<file path="src/rtl/frac_lut6_cfg_loader.sv">
// Serial configuration loader for a chain of frac_lut6 instances.
// Shifts 66-bit words MSB first into the ccff chain and captures tail readback.
module frac_lut6_cfg_loader #(
    parameter int NUM_LUTS = 10,
    localparam int CFG_BITS = 66,
    localparam int IDX_W = (NUM_LUTS > 1) ? $clog2(NUM_LUTS) : 1
) (
    input  logic                prog_clk,
    input  logic                pReset,
    input  logic                cfg_valid,
    input  logic [CFG_BITS-1:0] cfg_data,
    output logic                cfg_ready,
    output logic                ccff_head,
    output logic                ccff_en,
    input  logic                ccff_tail,
    output logic                rb_valid,
    output logic [CFG_BITS-1:0] rb_data,
    output logic                busy,
    output logic [IDX_W-1:0]    lut_idx,
    output logic                done
);

    typedef enum logic {
        IDLE,
        SHIFT
    } state_t;

    localparam logic [6:0]       LAST_BIT = 7'(CFG_BITS - 1);
    localparam logic [IDX_W-1:0] LAST_IDX = IDX_W'(NUM_LUTS - 1);

    state_t              state;
    state_t              state_nxt;
    logic [CFG_BITS-1:0] shreg;
    logic [CFG_BITS-1:0] shifted;
    logic [6:0]          bit_cnt;
    logic                accept;
    logic                last_bit;

    // Tail is sampled on the same edge the chain shifts, so this is the
    // tail value from before the shift.
    assign shifted = {shreg[CFG_BITS-2:0], ccff_tail};

    always_comb begin
        state_nxt = state;
        cfg_ready = 1'b0;
        ccff_en   = 1'b0;
        ccff_head = 1'b0;
        busy      = 1'b0;
        accept    = 1'b0;
        last_bit  = 1'b0;
        unique case (state)
            IDLE: begin
                cfg_ready = 1'b1;
                accept    = cfg_valid;
                if (cfg_valid) state_nxt = SHIFT;
            end
            SHIFT: begin
                ccff_en   = 1'b1;
                busy      = 1'b1;
                ccff_head = shreg[CFG_BITS-1];
                last_bit  = (bit_cnt == LAST_BIT);
                if (last_bit) state_nxt = IDLE;
            end
        endcase
    end

    always_ff @(posedge prog_clk) begin
        if (pReset) begin
            state    <= IDLE;
            shreg    <= '0;
            bit_cnt  <= '0;
            rb_valid <= 1'b0;
            rb_data  <= '0;
            done     <= 1'b0;
            lut_idx  <= '0;
        end else begin
            state    <= state_nxt;
            rb_valid <= 1'b0;
            done     <= 1'b0;
            if (accept) begin
                shreg   <= cfg_data;
                bit_cnt <= '0;
            end else if (ccff_en) begin
                shreg   <= shifted;
                bit_cnt <= bit_cnt + 7'd1;
            end
            if (last_bit) begin
                rb_valid <= 1'b1;
                rb_data  <= shifted;
                if (lut_idx == LAST_IDX) begin
                    lut_idx <= '0;
                    done    <= 1'b1;
                end else begin
                    lut_idx <= lut_idx + IDX_W'(1);
                end
            end
        end
    end

endmodule

</file>
<file path="config.mk">
export PLATFORM = sky130hd
export DESIGN_NAME = frac_lut6_cfg_loader
export DESIGN_NICKNAME = d
export VERILOG_FILES = /design/src/rtl/frac_lut6_cfg_loader.sv
export SDC_FILE = /design/constraint.sdc
export NUM_CORES = 1
export LEC_CHECK = 0
export ABC_AREA = 1
export CORE_MARGIN = 10
export CORE_UTILIZATION = 44
export CTS_BUF_LIST = sky130_fd_sc_hd__clkbuf_16
export CTS_CLUSTER_SIZE = 16
export DETAILED_ROUTE_END_ITERATION = 10
export PLACE_DENSITY = 0.87
export SLEW_MARGIN = 15
export SYNTH_ARGS = -nofsm -noshare
export SYNTH_HDL_FRONTEND = slang
export SYNTH_SLANG_ARGS = --single-unit
</file>
<file path="constraint.sdc">
create_clock -name prog_clk -period 1.4 [get_ports prog_clk]
set_input_delay 0.28 -clock prog_clk [delete_from_list [all_inputs] [get_ports prog_clk]]
set_output_delay 0.28 -clock prog_clk [all_outputs]
set_load 0.1 [all_outputs]
</file>
==> metrics.txt, run 1 <==
clock share of power=0.443; ys flop type=dfxtp_1; Worst setup EP type=primary output; Comb power frac=0.119; TNS Setup=-5.32 ns; mapped cell area=0.00591 mm^2; DRT antenna net count=0; final hold viol count=0; Syn-to-layout area delta=68.2%; WP data required=1.12 ns; die height=136 um; Layout Cells excl Fill=1199; layout cell share with drive strength beyond 1=0.253; final setup fails=113; Power, Total=0.00998 W; hold path cells=2; DRT Pass-1 Iters=5; failing checks=negative setup slack; reg2reg setup slack=-0.10 ns; number of synthesized flops with an enable pin=0; final instance area=0.00995 mm^2; worst setup path class=flop to primary output; CP startpoint kind=flop; VDD IR-drop max=0.876 mV; Post-synth top cells=nand2_1 (334), dfxtp_1 (146), nand3_1 (114); Max Fanout on Critical Path=3; core area=0.0132 mm^2; FF-to-FF End=shreg[61]; worst setup path startpoint=state; slowest CP cell=dfxtp_4; nets=1084; DP HPWL=12900 um; Max Root-Sink Buffers=2; Slew Limit Headroom=0.792; pwr dens=1000 mW/mm^2; YS warnings=0; Placed Instance Area=0.00865 mm^2; via count=6426; synth unique cells=22; share of the synthesized area in the top cell type=0.494; sequential share of power=0.438; TritonCTS Sinks=146; maxcap violations=0; critical path's most frequent cell=buf_12; minimum clock period after layout=1.52 ns; DRC=0; Synth Register Bits=146; asr flop ratio synth=0; Worst EP arrival=1.24 ns; GR Util All Layers=0.206; CTS tree=built; Horiz. Die Dim=136 um; global placement routability congestion=0.852; Area contributors post-synth=dfxtp_1 (49%), nand2_1 (21%), nand3_1 (9.6%), inv_1 (6.3%), o21ai_0 (3.8%); full die area=0.0185 mm^2; Root Buffer=clkbuf_16; # diodes=0; Syn Area/Cell=6.97 um^2; H-tree depth=4; fin worst setup slack=-0.118 ns; first-pass GRT wire length=30500 um; final WL=22100 um; CTS Buf Count=17; Initial Util=0.448; Inst Count DP=1146; Yosys top cell by area=dfxtp_1; Cell Chain, Critical Path=buf_12, nand2_4, clkinvlp_4, buf_12; RSZ-0062 raised after global routing=true; vias in the first global route=6136; Leakage=4.71 nW; final standard cell utilization of the core=0.754; Pint=0.00756 W; Switching Power=0.00242 W; Iter 0 DRT Violations=513; cts hold-fix bufs=0; worst slew pin tran=0.311 ns; sequential-to-total area share from yosys stat=0.494; Clk Latency, worst-skew pair=0.42 ns; Sw Share=0.242; Mapped Cells=848; period utilization=1.08; pin count of the biggest net entering global routing=49; Final Max Tran Viols=0; row count=42; Worst setup endpoint=ccff_head; count leader, synth=nand2_1; status=finished with violations; CP max stage delay=0.36 ns; I/O pin count=146; skew final=0.00684 ns; R2R cell count=10; clock slew at reported path FFs=0.06 ns; global route total overflow=0; drt wl/cell=18.4 um; Critical R2R Launch=state; PortBufs=145; initial antenna violation count=0; FMAX=0.659 GHz; Syn Nets=920; hold crit path type=flop to flop; DR vias/cell=5.36
## sequential cells by signal, summed over array words and instances, names as in the netlist
name,count
lut_idx,4
bit_cnt,7
rb_data,66
state,1
done,1
rb_valid,1
shreg,66
## how the worst min path moves through the flow
stage / from / end
3_3_place_gp: shreg[64] / rb_data[65]
3_5_place_dp: shreg[26] / rb_data[27]
6_report: shreg[64] / rb_data[65]
2_1_floorplan: pReset / state
5_1_grt: shreg[51] / rb_data[52]
4_1_cts: shreg[26] / rb_data[27]
## cells in the final DEF (no fill, tap or decap), types with 3 or more instances in the layout
cell	count
nand3_1	65
o211ai_1	9
dfxtp_1	140
inv_1	102
buf_4	18
nand2_1	296
a21oi_1	7
nand3_2	49
clkbuf_16	26
inv_2	3
nand2_4	12
o21ai_0	18
dfxtp_2	5
buf_6	4
o21ai_2	3
nor2_1	10
clkdlybuf4s50_1	69
o21ai_1	25
nor3_1	16
nand2_2	27
nor2_4	3
bufinv_16	3
buf_12	94
## layer usage
| metal | vias to the layer above | GRT usage | wire length (um) |
|---|---|---|---|
| met5 | - | 0 | 0 |
| li1 | 2964 | - | - |
| met3 | 62 | 0.0804 | 2270 |
| met4 | 0 | 0.0970 | 737 |
| met2 | 356 | 0.350 | 11100 |
| met1 | 3044 | 0.221 | 8010 |
## logic make-up after synthesis
| family | count (synthesis) | synth area share |
|---|---|---|
| buf+inv | 155 | 0.105 |
| fa+ha+maj | 2 | 0.00423 |
| simple gates | 482 | 0.339 |
| compound gates | 62 | 0.0563 |
| flops | 146 | 0.494 |
| xor+xnor | 1 | 0.00148 |
## critical path: cells and delay by family (launching register included)
family | cells | cell delay (ns)
and+or+nand+nor | 1 | 0.06
buffers and inverters | 3 | 0.39
DFF | 1 | 0.36
## what timing repair did
action | CTS | global route
gates resized for setup | 11 | 104
setup buffers | 5 | 5
cloned | 1 | 12
pin swaps | 2 | 9
setup endpoints to repair | 5 | 130
## power by group through the flow
stage                     Combinational [W]  Clock [W]  Sequential (W)
after floorplan                    0.000475          0         0.00444
after global placement             0.000881          0         0.00444
after detailed placement           0.000911          0         0.00445
after CTS                          0.000953    0.00442         0.00436
after global routing                0.00127    0.00463         0.00438
final                               0.00118    0.00442         0.00437
## cell type report
class	instances	area, um^2
tap	176	220
clock buffer	17	425
multi-input combinational	547	2790
fill	753	3240
sequential	146	2930
timing repair buffer	197	3040
inverter	103	410
clock inverter	13	134
## stage by stage
step	hold slack (ns)	worst slack, ns
after floorplan	0.349	-0.161
after global placement	0.452	-0.208
after detailed placement	0.455	-0.252
after CTS	0.466	-0.116
after global routing	0.492	-0.167
final	0.466	-0.118
(Power assumes the default switching activity.)
==> run 2: changes to the inputs <==
GPL_TIMING_DRIVEN = 0   (was unset)
PLACE_DENSITY = 0.72   (was 0.87)
==> run 2 against run 1 <==
Effect of this change:
- the flow still finishes with violations (negative setup slack)
- clock power rose by 2%
- worst setup slack got worse by 0.19 ns
- register-to-register slack worse by 0.19 ns
- critical path type unchanged
- largest power group unchanged
- sequential cell count stayed put
- routed wire length fell by 4.8%
- final cell count increased by 3.7%
- highest routed layer unchanged
- first-iteration DRC count fell by 0.78%
- hold slack worse by 0.016 ns
- sequential power hardly changed
==> metrics.txt, run 2 (synthesis gave the netlist of run 1 again) <==
Switching Power=0.00251 W (+3.9%); WP data required=1.12 ns (about the same); initial antenna violation count=0 (unchanged); filler instances=978 (+30%); FMAX=0.586 GHz (-11%); fin worst setup slack=-0.305 ns (-0.187 ns); layout cell share with drive strength beyond 1=0.331 (+0.0777); Worst setup EP type=primary output; commonest non-fill, non-tap cell in the layout=nand2_1; drt wl/cell=16.9 um (-8.2%); PortBufs=145 (unchanged); CTS tree=built; final hold viol count=0 (unchanged); sequential share of power=0.434 (-0.004); Sw Share=0.248 (+0.00591); CP max stage delay=0.38 ns (+0.02 ns); global placement routability congestion=0.824 (-3.3%); first-pass GRT wire length=30200 um (-1.0%); Horiz. Die Dim=136 um (unchanged); biggest registers after layout=rb_data x66, shreg x66, bit_cnt x7; status=finished with violations; DRT Pass-1 Iters=6 (+1); final setup fails=103 (-8.8%); via count=6194 (-3.6%); minimum clock period after layout=1.71 ns (+0.187 ns); skew final=0.00595 ns (-0.000886 ns); period utilization=1.22 (+0.134); Hold WS=0.450 ns (-0.0158 ns); DRT antenna net count=0 (unchanged); Max Root-Sink Buffers=2 (unchanged); commonest non-fill, non-tap cells in the layout=nand2_1 (288), dfxtp_1 (138), inv_1 (95); DRC=0 (unchanged); Cell Chain, Critical Path=buf_8, clkbuf_16, nand2_4, clkinvlp_4, buf_12; cts hold-fix bufs=0 (unchanged); global route total overflow=0 (unchanged); Layout Cells excl Fill=1243 (+3.7%); clock slew at reported path FFs=0.06 ns (about the same); pin count of the biggest net entering global routing=17 (-65%); Comb power frac=0.122 (+0.003); Slew Limit Headroom=0.599 (-0.193); worst slew pin tran=0.602 ns (+0.291 ns); CTS Buf Count=17 (unchanged); Initial Util=0.448 (unchanged); RSZ-0062 raised after global routing=true; TritonCTS Sinks=146 (unchanged); DP HPWL=13100 um (+1.5%); Leakage=5.00 nW (+6.2%); row count=42 (unchanged); Syn-to-layout area delta=64.5%; I/O pin count=146 (unchanged); hold crit path type=primary input to flop; GR Util All Layers=0.207 (+0.000835); vias in the first global route=5816 (-5.2%); worst setup path class=flop to primary output; Max Fanout on Critical Path=5 (+2); failing checks=negative setup slack; CP startpoint kind=flop; Root Buffer=clkbuf_16; # diodes=0 (unchanged); maxcap violations=0 (unchanged); Inst Count DP=1169 (+2.0%); nets=1127 (+4.0%); Clk Latency, worst-skew pair=0.43 ns (about the same); pwr dens=1040 mW/mm^2 (+3.6%); final WL=21000 um (-4.8%); VDD IR-drop max=0.747 mV (-15%); Final Max Tran Viols=0 (unchanged); clock share of power=0.445 (+0.002); slowest CP cell=dfxtp_4; full die area=0.0185 mm^2 (unchanged); core area=0.0132 mm^2 (unchanged); Iter 0 DRT Violations=509 (-0.78%); DR vias/cell=4.98 (-7.0%); Pint=0.00760 W (+0.60%); H-tree depth=4 (unchanged); die height=136 um (unchanged); Worst EP arrival=1.43 ns (+0.19 ns)
==> run 2: cell types whose count changed in the layout (fill, tap and decap cells not counted), sizes merged <==
| cell | change |
|---|---|
| clkinv | +4 |
| clkinvlp | +2 |
| clkdlybuf4s50 | -1 |
| dlygate4sd2 | +1 |
| buf | +29 |
| clkbuf | +14 |
| inv | -5 |
==> run 2: layer usage <==
layer,vias to the layer above,routed length [um],GRT usage
met3,31,1770,0.0760
met2,229,10200,0.332
li1,3045,-,-
met4,0,270,0.0710
met1,2889,8750,0.251
met5,-,0,0
==> run 2: power by group through the flow <==
stage | logic (W) | clock network, W | registers [W]
2_1_floorplan | 0.000475 | 0 | 0.00444
3_3_place_gp | 0.000849 | 0 | 0.00444
3_5_place_dp | 0.000855 | 0 | 0.00444
4_1_cts | 0.000934 | 0.00452 | 0.00436
5_1_grt | 0.00133 | 0.00470 | 0.00440
6_report | 0.00123 | 0.00450 | 0.00439
==> run 2: timing repair <==
| item | 4_1_cts | 5_1_grt |
|---|---|---|
| buffers inserted | 22 | 14 |
| pin swaps | 5 | 53 |
| endpoints found under the setup margin | 222 | 140 |
| cloned | 4 | 6 |
| gates resized for setup | 560 | 192 |
==> run 2: layout make-up <==
class / count / area (um^2) / share of cell area
Buffer: 50 / 510 / 0.0525
Clock buffer: 17 / 425 / 0.0437
Clock inverter: 14 / 148 / 0.0152
Inverter: 103 / 402 / 0.0413
Multi-Input combinational cell: 547 / 3080 / 0.317
Sequential cell: 146 / 2940 / 0.302
Tap cell: 176 / 220 / 0.0226
Timing Repair Buffer: 190 / 2010 / 0.206
==> run 2: worst max-delay path: cells and delay by family (launching register included) <==
kind / cells / cell delay, ns
buffers and inverters: 4 / 0.55
flip-flops: 1 / 0.38
AND/OR/NAND/NOR: 1 / 0.06
==> run 2: through the flow <==
step	utilization	instance area (um^2)	setup slack, ns	total power (W)	setup TNS, ns
floorplan	-	6170	-0.161	0.00491	-2.68
global placement	0.595	7840	-0.874	0.00529	-112.80
detailed placement	0.595	7840	-0.881	0.00530	-116.09
CTS	0.670	8830	-0.285	0.00981	-3.23
global route	0.738	9730	-0.340	0.0104	-23.55
finish	0.738	9730	-0.305	0.0101	-15.30
==> run 2: final timing paths <==
path	depth (start not counted)	end	slack (ns)	startpoint
min	2	state	0.45	pReset
min reg2reg	2	rb_data[59]	0.45	rb_data[59]
max reg2reg	11	shreg[49]	-0.29	state
max	5	ccff_head	-0.31	state
==> run 3: changes to the inputs <==
ABC_AREA = 0   (was 1)
CORE_UTILIZATION = 45   (was 44)
PLACE_DENSITY = 0.73   (was 0.72)
SLEW_MARGIN = 40   (was 15)
==> run 3 against run 2 <==
Effect of this change:
- the run still ends with negative setup slack left
- worst setup slack worse by 0.050 ns
- fmax down 2.9%
- synthesized cell count down 13%
- first-iteration DRC count is 38% lower
- area after synthesis increased by 3.5%
- sequential share of layout area is 0.074 points lower
- clock skew rose by 0.0075 ns
- critical endpoint unchanged
- largest cell class unchanged
==> metrics.txt, run 3 <==
nets=1015 (-9.9%); CTS tree=built; vias in the first global route=6004 (+3.2%); Post-synth top cells=dfxtp_1 (146), a21oi_1 (136), nand2_1 (136); ys flop type=dfxtp_1; synth unique cells=33 (+50%); sequential-to-total area share from yosys stat=0.478 (-0.0167); layout cell share with drive strength beyond 1=0.413 (+0.0823); Max Fanout on Critical Path=3 (-2); Placed Instance Area=0.00754 mm^2 (-3.9%); mapped cell area=0.00612 mm^2 (+3.5%); clock slew at reported path FFs=0.06 ns (about the same); Mapped Cells=736 (-13%); via count=6198 (+0.065%); Layout Cells excl Fill=1132 (-8.9%); maxcap violations=0 (unchanged); DR top layer=met4; metal2 WL=9850 um (-3.9%); Area contributors post-synth=dfxtp_1 (48%), mux2_2 (12%), a21oi_1 (11%), nand2_1 (8.3%), nand3_1 (5.6%); Leakage=3.73 nW (-25%); share of the synthesized area in the top cell type=0.478 (-0.0167); Inst Count DP=1056 (-9.7%); Yosys top cell by area=dfxtp_1; Comb power frac=0.141 (+0.019); Switching Power=0.00256 W (+1.8%); Horiz. Die Dim=137 um (+0.50%); delay-heaviest family, CP=buffers and inverters; YS warnings=0 (unchanged); DR vias/cell=5.48 (+9.9%); DRC=0 (unchanged); full die area=0.0187 mm^2 (+1.0%); critical path's most frequent cell=clkbuf_16; CP max stage delay=0.35 ns (-0.03 ns); CTS Buf Count=17 (unchanged); Max Root-Sink Buffers=2 (unchanged); I/O pin count=146 (unchanged); first-pass GRT wire length=31600 um (+4.6%); FF/Latch Area=0.00294 mm^2 (+0.13%); number of synthesized flops with an enable pin=0 (unchanged); global placement routability congestion=0.839 (+1.9%); final instance area=0.00977 mm^2 (+0.37%); Root Buffer=clkbuf_16; FMAX=0.570 GHz (-2.9%); cts hold-fix bufs=0 (unchanged); asr flop ratio synth=0 (unchanged); row count=42 (unchanged); GR Util All Layers=0.211 (+0.00359); global route total overflow=0 (unchanged); Pint=0.00772 W (+1.5%); Worst EP arrival=1.48 ns (+0.05 ns); Iter 0 DRT Violations=316 (-38%); TritonCTS Sinks=146 (unchanged); final setup fails=113 (+9.7%); Worst setup EP type=primary output; Clk Latency, worst-skew pair=0.43 ns (about the same); hold crit path type=primary input to flop; count leader, synth=dfxtp_1; die height=137 um (+0.50%); skew final=0.0135 ns (+0.00754 ns); Initial Util=0.460 (+0.0120); Slew Limit Headroom=0.581 (-0.0183); H-tree depth=4 (unchanged); worst slew pin tran=0.629 ns (+0.0274 ns); Hold WS=0.448 ns (-0.00146 ns); status=finished with violations; drt wl/cell=18.4 um (+8.4%); slowest CP cell=dfxtp_4; final hold viol count=0 (unchanged); Sw Share=0.249 (+0.000556); PortBufs=144 (-0.69%); period utilization=1.25 (+0.0361); hold path cells=3 (+1); core area=0.0133 mm^2 (+0.80%); met3 WL=1770 um (-0.23%); clock share of power=0.433 (-0.012); final WL=20800 um (-1.2%); CP startpoint kind=flop; # diodes=0 (unchanged); WP data required=1.12 ns (about the same); R2R cell count=5 (-6); minimum clock period after layout=1.76 ns (+0.0505 ns); Final Max Tran Viols=0 (unchanged); filler instances=963 (-1.5%); pwr dens=1050 mW/mm^2 (+1.2%); initial antenna violation count=0 (unchanged); M1 wire length=8760 um (+0.16%); DRT Pass-1 Iters=6 (unchanged); DP HPWL=12800 um (-2.2%); Syn-to-layout area delta=59.6%; DRT antenna net count=0 (unchanged); fin worst setup slack=-0.356 ns (-0.0505 ns); worst setup path class=flop to primary output; Synth Register Bits=146 (unchanged); commonest non-fill, non-tap cells in the layout=dfxtp_1 (137), nand2_1 (126), a21oi_1 (121); Syn Nets=808 (-12%); Buf/Inv on CP=4 (unchanged); VDD IR-drop max=0.782 mV (+4.7%); Cell Chain, Critical Path=buf_8, clkbuf_16, clkbuf_16, and2_4, buf_12; sequential share of power=0.427 (-0.007); critical path depth=5 (unchanged); commonest non-fill, non-tap cell in the layout=dfxtp_1; failing checks=negative setup slack; RSZ-0062 raised after global routing=true; area of the multi-input gates=0.00346 mm^2 (+12%); biggest registers after layout=rb_data x66, shreg x66, bit_cnt x7; Syn Area/Cell=8.32 um^2 (+19%); pin count of the biggest net entering global routing=17 (unchanged)
run 3: changes by cell type in the layout (fill, tap and decap cells not counted), sizes merged, moves of 15 or more:
| cell | before | now |
|---|---|---|
| nand2 | 335 | 136 |
| a21oi | 7 | 136 |
| inv | 102 | 4 |
| mux2 | 0 | 66 |
| nand3 | 114 | 69 |
| o21ai | 46 | 70 |
| clkbuf | 40 | 61 |
| nor3 | 16 | 1 |
run 3: routing by layer:
metal  GRT usage  up-vias
li1            -     2999
met1       0.264     2935
met2       0.336      235
met3      0.0638       29
met4      0.0728        0
met5           0        -
run 3: cell type report:
cell class,count,share of cell area
Inverter,3,0.00154
Timing Repair Buffer,189,0.198
Multi-Input combinational cell,519,0.354
Sequential cell,146,0.301
Clock buffer,18,0.0461
Buffer,67,0.0648
Tap cell,176,0.0225
Clock inverter,14,0.0123
run 3: per-stage QoR:
stage / util / setup WS (ns) / total power, W / TNS, ns
after detailed placement: 0.567 / -0.714 / 0.00548 / -82.63
after global placement: 0.596 / -0.990 / 0.00548 / -108.01
final: 0.735 / -0.356 / 0.0103 / -19.09
after CTS: 0.698 / -0.383 / 0.0102 / -19.78
after global routing: 0.735 / -0.381 / 0.0106 / -24.85
after floorplan: - / -0.227 / 0.00509 / -12.75
run 3: power by group through the flow:
stage | sequential, W | clock (W) | combinational, W
after global routing | 0.00440 | 0.00466 | 0.00154
after floorplan | 0.00446 | 0 | 0.000629
after global placement | 0.00447 | 0 | 0.00101
after CTS | 0.00438 | 0.00448 | 0.00131
final | 0.00438 | 0.00445 | 0.00145
after detailed placement | 0.00447 | 0 | 0.00101
run 3: timing repair:
action                     4_1_cts  5_1_grt
resized for setup              308      116
setup endpoints to repair      215      157
gates cloned                    10        5
pin swaps                      132       24
setup buffers                   23       12
run 3: final timing paths:
path                from     endpoint  slack (ns)
max reg2reg   bit_cnt[1]   lut_idx[1]       -0.34
min            ccff_tail     shreg[0]        0.45
max                state    ccff_head       -0.36
min reg2reg  rb_data[12]  rb_data[12]        0.46
run 3: cells by family (layout without fill, tap and decap cells):
group           count (synthesis)  in the layout  share of synthesized area
flops                         146            146                      0.478
xor+xnor                        5              5                    0.00715
buf+inv                        73            291                     0.0468
mux                            67             67                      0.123
fa+ha+maj                       2              2                    0.00409
simple gates                  233            235                      0.168
compound gates                210            210                      0.173
run 3: worst reg2reg max path, delay by kind of cell (launching register included):
kind / cells / cell delay [ns]
DFF: 1 / 0.32
buffers and inverters: 1 / 0.05
adders and majority gates: 1 / 0.14
and+or+nand+nor: 2 / 1.01
AOI/OAI and AO/OA: 1 / 0.12
